## config.mk

```make
export PLATFORM = sky130hd
export DESIGN_NAME = ef_smsdac_feeder
export DESIGN_NICKNAME = d
export VERILOG_FILES = /design/src/rtl/ef_smsdac_feeder.sv
export SDC_FILE = /design/constraint.sdc
export NUM_CORES = 1
export LEC_CHECK = 0
export ABC_CLOCK_PERIOD_IN_PS = 2600
export BUFFER_PORTS_ARGS = -buffer_cell sky130_fd_sc_hd__buf_2
export CAP_MARGIN = 10
export CORE_MARGIN = 2
export CORE_UTILIZATION = 45
export CTS_CLUSTER_DIAMETER = 60
export DETAILED_ROUTE_END_ITERATION = 7
export HOLD_SLACK_MARGIN = 0.03
export PLACE_DENSITY = 0.76
export SLEW_MARGIN = 20
export SYNTH_ARGS = -nofsm -noshare
export SYNTH_HDL_FRONTEND = slang
export SYNTH_SLANG_ARGS = --single-unit
```

## constraint.sdc

```tcl
create_clock -name clk -period 2.6 [get_ports clk]
set_input_delay 0.26 -clock clk [delete_from_list [all_inputs] [get_ports clk]]
set_output_delay 0.26 -clock clk [all_outputs]
set_load 0.02 [all_outputs]
```

## src/rtl/ef_smsdac_feeder.sv

```systemverilog
// Serial-to-parallel sample feeder for the segmented mismatch-shaping DAC.
// Oversamples a 3-wire serial port, buffers bytes in a FIFO and releases one per divider tick.
module ef_smsdac_feeder #(
  parameter int DEPTH         = 4,
  parameter int DIV_W         = 8,
  parameter int UNDERRUN_HOLD = 1
) (
  input  logic                       clk,
  input  logic                       rst_b,
  input  logic                       sclk,
  input  logic                       cs_b,
  input  logic                       mosi,
  input  logic                       run,
  input  logic [DIV_W-1:0]           div,
  input  logic                       clr_flags,
  output logic [7:0]                 d_out,
  output logic                       sample_stb,
  output logic [$clog2(DEPTH):0]     fifo_level,
  output logic                       underrun,
  output logic                       overflow
);

  localparam int AW = $clog2(DEPTH);
  localparam logic [AW:0] FULL_LVL = (AW+1)'(DEPTH);

  // Handshake: a push is accepted whenever the FIFO has room or a pop frees a slot
  // on the same edge; a pop happens only on a divider tick with the FIFO non-empty.

  logic sclk_s1, sclk_s2, sclk_s3;
  logic cs_s1, cs_s2;
  logic mosi_s1, mosi_s2;

  logic [2:0]       bit_cnt;
  logic [7:0]       shift;
  logic [7:0]       mem [DEPTH];
  logic [AW:0]      wr_ptr, rd_ptr;
  logic [DIV_W-1:0] cnt;

  logic       sclk_rise;
  logic       push, push_ok, pop, tick;
  logic       empty, full;
  logic [7:0] push_data;
  logic [AW:0] count;

  assign sclk_rise = sclk_s2 & ~sclk_s3;
  assign push      = ~cs_s2 & sclk_rise & (bit_cnt == 3'd7);
  assign push_data = {shift[6:0], mosi_s2};

  assign count   = wr_ptr - rd_ptr;
  assign empty   = (count == '0);
  assign full    = (count == FULL_LVL);
  assign tick    = run & (cnt == div);
  assign pop     = tick & ~empty;
  assign push_ok = push & (~full | pop);

  assign fifo_level = count;

  always_ff @(posedge clk) begin
    if (!rst_b) begin
      sclk_s1 <= 1'b0;
      sclk_s2 <= 1'b0;
      sclk_s3 <= 1'b0;
      cs_s1   <= 1'b1;
      cs_s2   <= 1'b1;
      mosi_s1 <= 1'b0;
      mosi_s2 <= 1'b0;
    end else begin
      sclk_s1 <= sclk;
      sclk_s2 <= sclk_s1;
      sclk_s3 <= sclk_s2;
      cs_s1   <= cs_b;
      cs_s2   <= cs_s1;
      mosi_s1 <= mosi;
      mosi_s2 <= mosi_s1;
    end
  end

  // A deasserted chip-select throws away any partial byte.
  always_ff @(posedge clk) begin
    if (!rst_b) begin
      bit_cnt <= 3'd0;
      shift   <= 8'h00;
    end else if (cs_s2) begin
      bit_cnt <= 3'd0;
      shift   <= 8'h00;
    end else if (sclk_rise) begin
      shift   <= {shift[6:0], mosi_s2};
      bit_cnt <= bit_cnt + 3'd1;
    end
  end

  always_ff @(posedge clk) begin
    if (push_ok) mem[wr_ptr[AW-1:0]] <= push_data;
  end

  always_ff @(posedge clk) begin
    if (!rst_b) begin
      wr_ptr <= '0;
      rd_ptr <= '0;
    end else begin
      if (push_ok) wr_ptr <= wr_ptr + (AW+1)'(1);
      if (pop)     rd_ptr <= rd_ptr + (AW+1)'(1);
    end
  end

  always_ff @(posedge clk) begin
    if (!rst_b)    cnt <= '0;
    else if (!run) cnt <= '0;
    else if (tick) cnt <= '0;
    else           cnt <= cnt + DIV_W'(1);
  end

  always_ff @(posedge clk) begin
    if (!rst_b) begin
      d_out      <= 8'h80;
      sample_stb <= 1'b0;
    end else begin
      sample_stb <= pop;
      if (pop)
        d_out <= mem[rd_ptr[AW-1:0]];
      else if (tick && (UNDERRUN_HOLD == 0))
        d_out <= 8'h80;
    end
  end

  // Setting a flag wins over a simultaneous clear so no event is lost.
  always_ff @(posedge clk) begin
    if (!rst_b) begin
      underrun <= 1'b0;
      overflow <= 1'b0;
    end else begin
      if (tick && empty)           underrun <= 1'b1;
      else if (clr_flags)          underrun <= 1'b0;
      if (push && full && !pop)    overflow <= 1'b1;
      else if (clr_flags)          overflow <= 1'b0;
    end
  end

endmodule

```

==> impl_table.tex <==
\begin{tabular}{lr}
\hline
Metric & Value \\
\hline
\multicolumn{2}{l}{\textbf{Status}} \\
\quad Result of the run & finished, final reports clean \\
\multicolumn{2}{l}{\textbf{Critical path}} \\
\quad Launching element type of the critical path & flip-flop \\
\quad Crit-path slowest cell & sky130\_fd\_sc\_hd\_\_dfxtp\_1 \\
\quad Capturing element type of the critical path & flip-flop \\
\quad Highest cell delay on the worst timing path & 0.38 ns \\
\quad Data required time of the worst path & 2.64 ns \\
\quad Critical path type & reg -> reg \\
\quad Maximum fanout count along the critical path & 8 \\
\quad Arrival @ worst endpoint & 2.47 ns \\
\quad Worst reg2reg path endpoint & mem[0][6] \\
\quad Reg-to-reg setup timing slack & 0.17 ns \\
\quad Depth of the worst register-to-register path & 8 \\
\quad Cells along the critical path & inv\_1 > ha\_1 > fa\_1 > xor3\_2 > nor2b\_4 > o31a\_4 > nor2b\_1 > and2\_2 \\
\quad Worst reg2reg path startpoint & wr\_ptr[0] \\
\multicolumn{2}{l}{\textbf{Routing}} \\
\quad Drt initial violations & 87 \\
\quad Final routed DRC violation total & 0 \\
\quad Routed wire length & 4670 um \\
\quad Via count of the routed design & 1,773 \\
\quad Detailed-routing iteration count for the pre-antenna-repair pass & 5 \\
\quad Avg Vias per Cell & 4.97 \\
\quad Antenna-violating nets left & 0 \\
\quad Routed len/inst & 13.1 um \\
\multicolumn{2}{l}{\textbf{Floorplanning}} \\
\quad Horizontal extent of the die & 85.1 um \\
\quad Cell row count & 29 \\
\quad Total Die Area & 7240 um2 \\
\quad I/O pin count & 29 \\
\quad Total core area & 6350 um2 \\
\quad Initial core utilization & 0.466 \\
\quad Chip Height & 85.1 um \\
\multicolumn{2}{l}{\textbf{Placement}} \\
\quad Post-place instance area & 3190 um2 \\
\quad Detailed placement HPWL & 3340 um \\
\quad GP Congestion & 0.784 \\
\quad Total of buffers placed on input and output ports & 28 \\
\quad Post-Place Worst Slack & 0.0424 ns \\
\multicolumn{2}{l}{\textbf{STA}} \\
\quad RSZ-0062 raised after global routing & yes \\
\quad Final setup fails & 0 \\
\quad Worst Slack Setup Final & 0.169 ns \\
\quad Setup clock skew after layout & 0.00971 ns \\
\quad Slew margin rel. & 0.558 \\
\quad Slew at the pin with the worst max-slew slack & 0.661 ns \\
\quad Sum Neg Setup Slack & 0 ns \\
\quad Total count of hold-check failures in the final report & 0 \\
\quad Minimum period implied by the final worst setup slack & 2.43 ns \\
\quad Maximum achievable frequency & 411 MHz \\
\quad Part of the cycle the worst path needs & 0.935 \\
\quad Tightest hold margin & 0.104 ns \\
\quad Slew Limit Fails & 0 \\
\multicolumn{2}{l}{\textbf{Worst hold path}} \\
\quad Hold/Removal Path Class & in -> reg \\
\quad Hold Crit Depth & 2 \\
\quad End point of the worst hold path & cs\_s1 \\
\quad Hold path startpoint & cs\_b \\
\multicolumn{2}{l}{\textbf{Layout}} \\
\quad Post-layout instance area & 3430 um2 \\
\quad Proportion of layout cells with a drive suffix above 1 & 0.221 \\
\quad Number of nets in the layout & 300 \\
\quad Synth-to-layout area growth & 16.1\% \\
\quad Post-route core utilization & 0.541 \\
\quad Number of antenna cells inserted & 0 \\
\multicolumn{2}{l}{\textbf{Yosys}} \\
\quad Post-synthesis instance total & 242 \\
\quad Adder and majority cell fraction of the synthesized area & 0.0448 \\
\quad Share of cell area taken by muxes after synthesis & 0.0744 \\
\quad Mapped Nets & 267 \\
\quad Warning count from the yosys run & 0 \\
\quad Mean Syn Cell Area & 12.2 um2 \\
\quad Xor and xnor fraction of the mapped netlist area & 0.0558 \\
\quad Compound-Gate Fraction of Synth Area & 0.0436 \\
\quad Area fraction in and, or, nand and nor cells after synthesis & 0.149 \\
\quad Number of distinct standard cells referenced by the synthesized netlist & 31 \\
\quad Synthesized flop and latch total & 74 \\
\quad Sequential-to-total area share from yosys stat & 0.609 \\
\quad Main combinational cell family by area after synthesis & simple AND/OR/NAND/NOR gates \\
\quad Synthesized area & 2960 um2 \\
\multicolumn{2}{l}{\textbf{Run}} \\
\quad Max-capacitance violation count & 0 \\
\multicolumn{2}{l}{\textbf{Power}} \\
\quad Static power due to leakage & 0.00129 uW \\
\quad Total power divided by cell area & 676 nW/um2 \\
\quad Largest voltage drop on the vdd net & 0.449 mV \\
\multicolumn{2}{l}{\textbf{Clocking}} \\
\quad Root Buffer & sky130\_fd\_sc\_hd\_\_clkbuf\_8 \\
\quad CTS Buffer Depth & 2 \\
\quad Maximum level of the CTS H-tree & 3 \\
\quad Hold-fix buffers at CTS & 0 \\
\quad Latest clock arrival within the worst-skew pair & 0.34 ns \\
\quad Reg clk slew, reported paths & 0.07 ns \\
\quad CTS tree & built \\
\quad Number of buffers created by CTS & 9 \\
\quad CTS sink cnt & 74 \\
\multicolumn{2}{l}{\textbf{Global route}} \\
\quad Pin count of the biggest net entering global routing & 38 \\
\quad Met1 track demand over resource in global routing & 0.183 \\
\quad Global Route Usage Sum & 0.148 \\
\quad Remaining Overflow, GRT & 0 \\
\quad Via count of the first global-routing pass & 1,751 \\
\quad Global routing's busiest layer & met2 \\
\quad GR met2 Demand/Resource & 0.233 \\
\quad First-pass GRT wire length & 8050 um \\
\quad Number of antenna violations at the first check in global routing & 0 \\
\quad Global routing usage on met3 & 0.0350 \\
\hline
\end{tabular}
logic make-up after synthesis:
logic type,after synthesis
adder cells (fa/ha/maj),10
buffers and inverters,17
flip-flops,74
AO/OA/AOI/OAI,22
XOR/XNOR,17
multiplexers,12
AND/OR/NAND/NOR,90
worst max-delay path by stage:
| stage | from | end | slack, ns | depth (start not counted) |
|---|---|---|---|---|
| 3_3_place_gp | wr_ptr[0] | mem[0][6] | 0.13 | 8 |
| 3_5_place_dp | wr_ptr[0] | mem[0][6] | 0.04 | 8 |
| 4_1_cts | wr_ptr[0] | mem[0][2] | 0.02 | 8 |
| 5_1_grt | wr_ptr[0] | mem[1][1] | -0.005 | 8 |
| 2_1_floorplan | wr_ptr[0] | mem[0][0] | 0.09 | 8 |
| 6_report | wr_ptr[0] | mem[0][6] | 0.17 | 8 |
placed cells by master, fill, tap and decap left out, drive strengths merged, types with 6 or more instances in the layout:
| cell | Yosys | layout |
|---|---|---|
| and2 | 11 | 11 |
| xor2 | 6 | 6 |
| a21oi | 10 | 10 |
| ha | 9 | 9 |
| clkbuf | 8 | 12 |
| nand2 | 36 | 36 |
| nor2 | 11 | 11 |
| dfxtp | 42 | 42 |
| inv | 6 | 6 |
| buf | 3 | 33 |
| edfxtp | 32 | 32 |
| o21ai | 9 | 9 |
| mux4 | 8 | 8 |
| xnor2 | 10 | 10 |
| nand3 | 15 | 15 |
final cells by class:
class,instances,area (um2)
Sequential cell,74,1800
Clock buffer,12,145
Tap cell,77,96.3
Timing Repair Buffer,33,178
Multi-Input combinational cell,151,1090
Inverter,6,22.5
Fill cell,524,2920
Clock inverter,4,98.8
where the power goes:
| part | internal [uW] | total, uW | leakage (uW) | switching (uW) |
|---|---|---|---|---|
| combinational | 19.1 | 44.4 | 0.000531 | 25.3 |
| sequential | 1210 | 1210 | 0.000635 | 4.71 |
| clock | 666 | 1060 | 0.000121 | 397 |
routing by layer:
metal / share of wire / routed length (um)
met4: 0.016 / 74
met2: 0.48 / 2220
met1: 0.46 / 2170
met3: 0.044 / 207
met5: 0 / 0
worst max-delay path: cells and delay by family (launching register included):
family | cells | cell delay (ns)
xor gates and xnor gates | 1 | 0.26
buffers and inverters | 1 | 0.11
DFF | 1 | 0.38
AOI/OAI and AO/OA | 1 | 0.12
adders and majority gates | 2 | 0.59
and+or+nand+nor | 3 | 0.67
through the flow:
step / total power [uW] / std cells
after floorplan: 1270 / 242
after global placement: 1280 / 341
after detailed placement: 1280 / 341
after CTS: 2340 / 357
after global routing: 2400 / 357
final: 2320 / 357
sequential cells by signal, summed over array words and instances (netlist names):
signal / cells
bit_cnt: 3
cnt: 8
cs_s1: 1
cs_s2: 1
d_out: 8
mem: 32
mosi_s1: 1
mosi_s2: 1
overflow: 1
rd_ptr: 3
sample_stb: 1
sclk_s1: 1
sclk_s2: 1
sclk_s3: 1
shift: 7
underrun: 1
wr_ptr: 3
synth_stat cells, drive strengths merged:
| library cell | number | share of area |
|---|---|---|
| a21boi | 1 | 0.0025 |
| nand2 | 36 | 0.046 |
| nor2 | 11 | 0.014 |
| nand3 | 15 | 0.025 |
| nor2b | 5 | 0.013 |
| nor3b | 1 | 0.0025 |
| xor2 | 6 | 0.018 |
| and3 | 2 | 0.0042 |
| edfxtp | 32 | 0.32 |
| xnor2 | 10 | 0.030 |
| mux4 | 8 | 0.061 |
| o21ai | 9 | 0.015 |
| nand4 | 1 | 0.0021 |
| clkbuf | 8 | 0.010 |
| o32ai | 1 | 0.0030 |
| dfxtp | 42 | 0.28 |
| ha | 9 | 0.038 |
| buf | 3 | 0.0055 |
| xor3 | 1 | 0.0085 |
| inv | 6 | 0.0076 |
| nand2b | 5 | 0.011 |
| o31a | 1 | 0.0059 |
| mux2i | 4 | 0.014 |
| and2 | 11 | 0.023 |
| nor4 | 1 | 0.0042 |
| or3 | 2 | 0.0042 |
| fa | 1 | 0.0068 |
| a21oi | 10 | 0.017 |
repair_timing:
| item | in CTS | in global routing |
|---|---|---|
| gates resized for setup | 0 | 3 |
| setup endpoints to repair | 0 | 24 |
| buffers inserted | 0 | 0 |
Power figures use the tool's default switching activity.
